## src/rtl/nvdla_ram_fifo_ctrl.sv

```systemverilog
// 32-entry x 256-bit FIFO controller in front of an external two-port RAM with
// a one-cycle registered read, plus a two-entry output buffer for full-rate draining.
module nvdla_ram_fifo_ctrl (
  input  logic         nvdla_core_clk,
  input  logic         nvdla_core_rstn,
  input  logic         wr_pvld,
  output logic         wr_prdy,
  input  logic [255:0] wr_pd,
  output logic         rd_pvld,
  input  logic         rd_prdy,
  output logic [255:0] rd_pd,
  output logic         ram_we,
  output logic [4:0]   ram_wa,
  output logic [255:0] ram_di,
  output logic         ram_re,
  output logic [4:0]   ram_ra,
  input  logic [255:0] ram_dout,
  input  logic [31:0]  pwrbus_ram_pd,
  output logic [31:0]  ram_pwrbus_pd,
  output logic [5:0]   fifo_count,
  output logic         idle
);

  logic [4:0]   wr_ptr;
  logic [4:0]   rd_ptr;
  logic [5:0]   ram_cnt;
  logic         inflight;
  logic [1:0]   ob_cnt;
  logic [255:0] ob_head;
  logic [255:0] ob_tail;

  logic         push;
  logic         pop;
  logic [2:0]   ob_claim;
  logic [1:0]   ob_base;

  assign wr_prdy  = (ram_cnt != 6'd32);
  assign push     = wr_pvld & wr_prdy;
  assign rd_pvld  = (ob_cnt != 2'd0);
  assign pop      = rd_pvld & rd_prdy;

  // A RAM read is only launched when the output buffer is guaranteed a free
  // slot on the capture edge, counting the word already in flight.
  assign ob_claim = {1'b0, ob_cnt} + {2'b00, inflight};
  assign ram_re   = (ram_cnt != 6'd0) & (ob_claim < (3'd2 + {2'b00, pop}));
  assign ram_ra   = rd_ptr;

  assign ram_we   = push;
  assign ram_wa   = wr_ptr;
  assign ram_di   = wr_pd;

  assign rd_pd         = ob_head;
  assign ram_pwrbus_pd = pwrbus_ram_pd;
  assign fifo_count    = ram_cnt + {5'b00000, inflight} + {4'b0000, ob_cnt};
  assign idle          = (fifo_count == 6'd0) & ~wr_pvld;

  // Slot the captured word lands in, after any shift caused by this cycle's pop.
  assign ob_base  = ob_cnt - {1'b0, pop};

  always_ff @(posedge nvdla_core_clk or negedge nvdla_core_rstn) begin
    if (!nvdla_core_rstn) begin
      wr_ptr   <= 5'd0;
      rd_ptr   <= 5'd0;
      ram_cnt  <= 6'd0;
      inflight <= 1'b0;
    end else begin
      if (push) begin
        wr_ptr <= wr_ptr + 5'd1;
      end
      if (ram_re) begin
        rd_ptr <= rd_ptr + 5'd1;
      end
      ram_cnt  <= ram_cnt + {5'b00000, push} - {5'b00000, ram_re};
      inflight <= ram_re;
    end
  end

  always_ff @(posedge nvdla_core_clk or negedge nvdla_core_rstn) begin
    if (!nvdla_core_rstn) begin
      ob_cnt  <= 2'd0;
      ob_head <= '0;
      ob_tail <= '0;
    end else begin
      ob_cnt <= ob_cnt + {1'b0, inflight} - {1'b0, pop};
      if (pop) begin
        ob_head <= ob_tail;
      end
      if (inflight) begin
        if (ob_base == 2'd0) begin
          ob_head <= ram_dout;
        end else begin
          ob_tail <= ram_dout;
        end
      end
    end
  end

  a_ob_bound: assert property (@(posedge nvdla_core_clk) disable iff (!nvdla_core_rstn)
    ob_cnt <= 2'd2);
  a_ram_bound: assert property (@(posedge nvdla_core_clk) disable iff (!nvdla_core_rstn)
    ram_cnt <= 6'd32);
  a_no_overflow: assert property (@(posedge nvdla_core_clk) disable iff (!nvdla_core_rstn)
    !(inflight && !pop && ob_cnt == 2'd2));

endmodule

```

## config.mk

```make
export PLATFORM = sky130hd
export DESIGN_NAME = nvdla_ram_fifo_ctrl
export DESIGN_NICKNAME = d
export VERILOG_FILES = /design/src/rtl/nvdla_ram_fifo_ctrl.sv
export SDC_FILE = /design/constraint.sdc
export NUM_CORES = 1
export LEC_CHECK = 0
export BUFFER_PORTS_ARGS = -buffer_cell sky130_fd_sc_hd__buf_2
export CAP_MARGIN = 20
export CORE_AREA = 3 3 434 436
export CTS_BUF_LIST = sky130_fd_sc_hd__clkbuf_2
export CTS_CLUSTER_SIZE = 10
export DETAILED_ROUTE_END_ITERATION = 8
export DIE_AREA = 0 0 437 439
export GPL_ROUTABILITY_DRIVEN = 0
export HOLD_SLACK_MARGIN = 0.08
export MAX_ROUTING_LAYER = met4
export PLACE_DENSITY_LB_ADDON = 0.15
export SYNTH_ARGS = -nofsm -noshare
export SYNTH_HDL_FRONTEND = slang
export SYNTH_SLANG_ARGS = --single-unit
export TNS_END_PERCENT = 50
```

## constraint.sdc

```tcl
create_clock -name nvdla_core_clk -period 3.35 [get_ports nvdla_core_clk]
set_input_delay 0.335 -clock nvdla_core_clk [delete_from_list [all_inputs] [get_ports nvdla_core_clk]]
set_output_delay 0.335 -clock nvdla_core_clk [all_outputs]
set_load 0.01 [all_outputs]
```

==> results.md, run 1 <==
Clock network:
- The tree is rooted in a clkbuf_2.
- The number of hold-repair buffers added at the cts stage is between 1,000 and 1,500.
- The total number of clock tree sinks is 531.
- The longest clock path from root to sink contains 3 buffers.
- TritonCTS created about 170 clock buffers.
- The number of resized instances in the post-cts repair step is between 40 and 50.
- The buffers inserted during post-CTS setup optimization is 10.
- The number of levels the H-tree was split into is 4.

Placement:
- Detailed placement finished with a half-perimeter wire length of 59,400 um.
- The number of placed instances, taps included, is between 4,000 and 5,000.
- In this run the tool buffered the top-level ports with 536 buffer cells.

Logic synthesis:
- Each instance of the synthesized netlist takes up on average around 12 um^2.
- For this run, the leading register cell type out of synthesis is dfrtp_1.
- After synthesis the netlist holds a flip-flop and latch count of ~530.
- The most common cell in the synthesized netlist is dfrtp_1.
- The synthesized area is 0.0246 mm^2.
- Yosys printed 0 warnings.
- The count of mapped cells out of synthesis is around 2,100.
- Of the synthesized area, sequential elements account for around 54%.
- After synthesis, the cell types taking the most area are dfrtp_1 54%, mux2_2 12%, mux2i_1 10%.
- By count the netlist is led by 531 x dfrtp_1, 322 x buf_4, 259 x nand2_1.
- In the synthesized netlist the async set-or-reset flop fraction comes to 100%.
- The number of different library cells in the post-synthesis netlist is 32.
- The top cell type by area accounts for between 50% and 60% of the synthesized area.
- dfrtp_1 takes more of the synthesized area than any other cell.
- The post-synth net total is about 2,600.
- The count of flip-flops with a built-in enable after synthesis is 0.

Die:
- The top-level I/O count is between 1,000 and 1,500.
- The width of the die is roughly 440 um.
- For this configuration, the core starts out at a cell density of a little over an eighth.
- The count of standard-cell rows is 158.
- The die height is between 400 and 500 um.

Status:
- The flow did not finish.
- The tool reported: "[ERROR RSZ-0060] Max buffer count reached".
- The stage where the run came to a stop is clock tree synthesis.
[cell families after synthesis]
kind of cell / after synthesis / synth area share, %
muxes: 514 / 22.2
xor gates and xnor gates: 19 / 0.676
and+or+nand+nor: 275 / 4.40
buffers and inverters: 423 / 11.9
DFF: 531 / 54.0
adders and majority gates: 22 / 1.21
AOI/OAI and AO/OA: 270 / 5.55
[through the flow]
stage	util [%]	area, um^2	hold WS (ps)	setup WS [ps]
after floorplan	-	24600	39.4	614
after global placement	15.3	28200	349	289
after detailed placement	15.3	28200	344	269
==> run 2: changes to the inputs <==
- CORE_AREA: 3 3 434 436 -> 3 3 427 429
- CTS_BUF_LIST: sky130_fd_sc_hd__clkbuf_2 -> unset
- CTS_CLUSTER_SIZE: 10 -> unset
- DIE_AREA: 0 0 437 439 -> 0 0 430 432
- HOLD_SLACK_MARGIN: 0.08 -> unset
- MAX_ROUTING_LAYER: met4 -> unset
==> run 2 against run 1 <==
Effect of this change: synthesized cell count unchanged; the run now ends clean; area after synthesis unchanged.
==> results.md, run 2 <==
Drt:
- The ratio of routed vias to standard cells is roughly 3.3.
- The total routed wirelength is just over 80,000 um.
- The detailed-router iteration count before antenna repair is 4.
- The post-detailed-route DRC marker count is 0.
- The DRC marker count from the first detailed-route iteration is 570.
- Once detail routing completed, the nets flagged for antenna violations numbered 0.
- The wire length per cell is 16.2 um.
- The total via count in the routed design is approximately 17,000.

Power:
- The net switching power is around 12 mW.
- VDD sags by at most 0.432 mV.
- Of the total power, the share spent switching nets is 36.5%.
- The cell-internal power is 21.4 mW.
- Combinational cells account for around two fifths of the total power.
- The clock group share of total power is between 20% and 30%.
- For this design the ratio of total power to cell area is about 1000 mW/mm^2.
- The standby leakage power is between 10 and 15 nW.
- The sequential fraction of design power is between 30% and 40%.

Run:
- The number of maximum-capacitance constraint violations is 0.

Min path:
- The worst hold path belongs to the class in -> reg.

Worst setup path:
- The worst register-to-register path ends at ram_cnt[4]$_DFF_PN0_.
- By startpoint and endpoint, the worst setup path is classified as reg -> out.
- The peak fanout along the critical path is 2.
- The reg2reg setup slack is 250 ps.
- For the worst setup path, the data arrival time is 2880 ps.
- In this run the worst setup path begins at inflight$_DFF_PN0_.
- For the worst flop-to-flop path, the logic depth is 15.
- The worst path required time is ~3000 ps.
- The reg-to-reg startpoint is inflight$_DFF_PN0_.
- The capturing element of the worst setup path is idle.
- The element type at the critical path end is an output port.
- The worst setup path is launched from a register.

Logic synthesis:
- The synthesized area per cell is 12.0 um^2 (unchanged).
- The count of mapped cells out of synthesis was 2,054 (unchanged).
- The largest total area in the synthesized netlist belongs to dfrtp_1.
- Ranked by total cell area, the synthesized netlist is headed by dfrtp_1 54%, mux2_2 12%, mux2i_1 10%.
- The number of flip-flops and latches in the synthesized netlist is 531 (unchanged).
- The post-synth net total is 2,624 (unchanged).
- The proportion of register bits with asynchronous set or reset after synthesis came to 100% (unchanged).
- The number of different library cells in the post-synthesis netlist is 32 (unchanged).
- The count of flip-flops with a built-in enable after synthesis was 0 (unchanged).
- The commonest cells after synthesis are 531 x dfrtp_1, 322 x buf_4, 259 x nand2_1.
- The area share of the largest cell type after synthesis is 54.0% (unchanged).
- The most used flip-flop cell after synthesis is dfrtp_1.
- The sequential area share after synthesis is 54.0% (unchanged).
- The most common cell in the synthesized netlist is dfrtp_1.
- The synthesized area is 0.0246 mm^2 (unchanged).
- The number of synthesis warnings is 0 (unchanged).

Clock network:
- The buffer depth of the longest clock path is 3 (unchanged).
- The TritonCTS buffer count is 76 (-56%).
- TritonCTS built the clock tree.
- For the worst-skew pair, the clock arrives at the later sink with an insertion delay of 670 ps.
- The number of levels the H-tree was split into is 3 (-1).
- The total number of clock tree sinks is 531 (unchanged).
- After clock tree synthesis, the clock-pin slew on the worst setup and hold paths is around 50 ps.
- CTS placed an instance of clkbuf_16 at the clock tree root.

Die:
- The core area is approximately 0.18 mm^2.
- The count of standard-cell rows is 155 (-1.9%).
- The die area is roughly 0.19 mm^2.
- The width of the die is 430 um (-1.6%).
- The die height is 432 um (-1.6%).
- The top-level I/O count came to 1,113 (unchanged).
- The starting density of the core is 13.8% (+0.48 points).

Placement:
- The instance count after placement with tap cells included is 4,595 (-2.7%).
- The sum of net half-perimeters after detailed placement is 57,100 um (-3.9%).
- The number of buffers added on ports came to 536 (unchanged).

Timing:
- Hold is met by between 150 and 200 ps.
- The final critical path time including I/O delays and setup is 3210 ps.
- Based on the critical path, the design can be clocked at up to ~310 MHz.
- Setup violations remaining at the end of the flow were counted as 0.
- The final number of hold-violating endpoints is 0.
- The post-route fraction of the period consumed by the critical path is ~96%.
- The remaining max-slew budget at the tightest pin is a little under a quarter.
- Setup repair after global routing could not meet its margin everywhere.
- Across the routed clock network, the largest skew measured is about 24 ps.
- Setup total negative slack on the finished layout was measured at 0 ps.
- The max-slew violation total from the final report is 0.
- The slew at the pin with the worst max-slew slack is 1160 ps.

Global routing:
- The initial antenna violation count is 4.
- The first global-routing pass estimated between 100,000 and 150,000 um of wire.
- For this run, the total global-route usage over all layers was measured as roughly 8.6%.
- The number of global-route vias before repair came to 17,855.
- Entering global routing, the biggest net connects 103 pins.
- Global routing finished with a remaining overflow of 0.

Status:
- The flow ran to the end, and the final reports show no timing, DRC or antenna violations.

Layout:
- Once layout is complete, the cells apart from fillers number 4,995.
- The fill cell total of the finished layout is between 15,000 and 20,000.
- In the final layout, the share of cells above drive strength 1 is between 30 and 40%.
- Cells fill approximately 19% of the core in the end.
- The final layout contains approximately 3,100 nets.
- The most frequent standard cell in the layout excluding fill and tap cells is buf_2.
- From synthesis to final layout, the design area changed by 34.8%.
- In the layout the commonest cells are 534 x buf_2, 530 x dfrtp_1, 259 x nand2_1.
run 2: cell counts after synthesis:
Identical to the previous run, type by type.
run 2: cell families (layout without fill, tap and decap cells):
logic type / count (synthesis) / count (layout) / share of synthesized area, %
muxes: 514 / 514 / 22.2
other: 0 / 4 / 0
adders and majority gates: 22 / 22 / 1.21
and+or+nand+nor: 275 / 275 / 4.40
xor gates and xnor gates: 19 / 19 / 0.676
buffers and inverters: 423 / 1005 / 11.9
AOI/OAI and AO/OA: 270 / 270 / 5.55
DFF: 531 / 531 / 54.0
run 2: layer usage:
layer	track usage, %	share of wire [%]
met5	0	0
met4	3.67	4.1
met3	3.53	8.1
met2	14.0	48
met1	9.78	40
run 2: power by group through the flow:
stage	Combinational (mW)	Clock, mW	Sequential (mW)
5_1_grt	15.4	8.83	12.1
6_report	13.8	8.13	11.6
2_1_floorplan	8.55	0	12.2
3_3_place_gp	13.9	0	11.8
3_5_place_dp	14.0	0	11.8
4_1_cts	14.3	8.60	11.7
run 2: timing repair:
item,CTS,global route
setup buffers,2,1
pin swaps,0,1
gates cloned,0,0
endpoints found under the hold margin,546,0
hold buffers,257,0
gates resized for setup,7,1
endpoints found under the setup margin,1,2
run 2: how the worst min path moves through the flow:
stage | from | to | slack [ps] | cells after the start
finish | rd_prdy | ram_ra[3]$_DFFE_PN0P_ | 180 | 5
global route | rd_prdy | ram_ra[3]$_DFFE_PN0P_ | 140 | 5
CTS | rd_prdy | ram_ra[3]$_DFFE_PN0P_ | 80 | 5
detailed placement | nvdla_core_rstn | rd_pd[44]$_DFF_PN0_ | 350 | 1
global placement | nvdla_core_rstn | ob_tail[44]$_DFFE_PN0P_ | 350 | 1
floorplan | nvdla_core_rstn | inflight$_DFF_PN0_ | 40 | 0
run 2: stage by stage:
step | power (mW) | setup WS (ps) | cell area [um^2]
after floorplan | 20.7 | 614 | 24600
after global routing | 36.4 | -26.9 | 33200
final | 33.6 | 136 | 33200
after global placement | 25.8 | 266 | 28100
after CTS | 34.6 | 5.74 | 33200
after detailed placement | 25.8 | 314 | 28100
run 2: worst max-delay path, stage by stage, from the launching register on:
cell     delay, ps
dfrtp_2        360
inv_2           60
fa_2           400
inv_2           60
fa_1           430
or4_4          520
nor4b_2        210
buf_4          170
run 2: cell type report:
type | count | area (um^2) | share of cell area (%)
inverter | 21 | 78.8 | 0.238
antenna | 4 | 10.0 | 0.0302
multi-input combinational | 1100 | 8420 | 25.4
clock inverter | 23 | 214 | 0.645
clock buffer | 113 | 2290 | 6.91
sequential | 531 | 13300 | 40.1
tap | 2355 | 2950 | 8.88
timing repair buffer | 848 | 5930 | 17.9
Power figures use the tool's default switching activity.
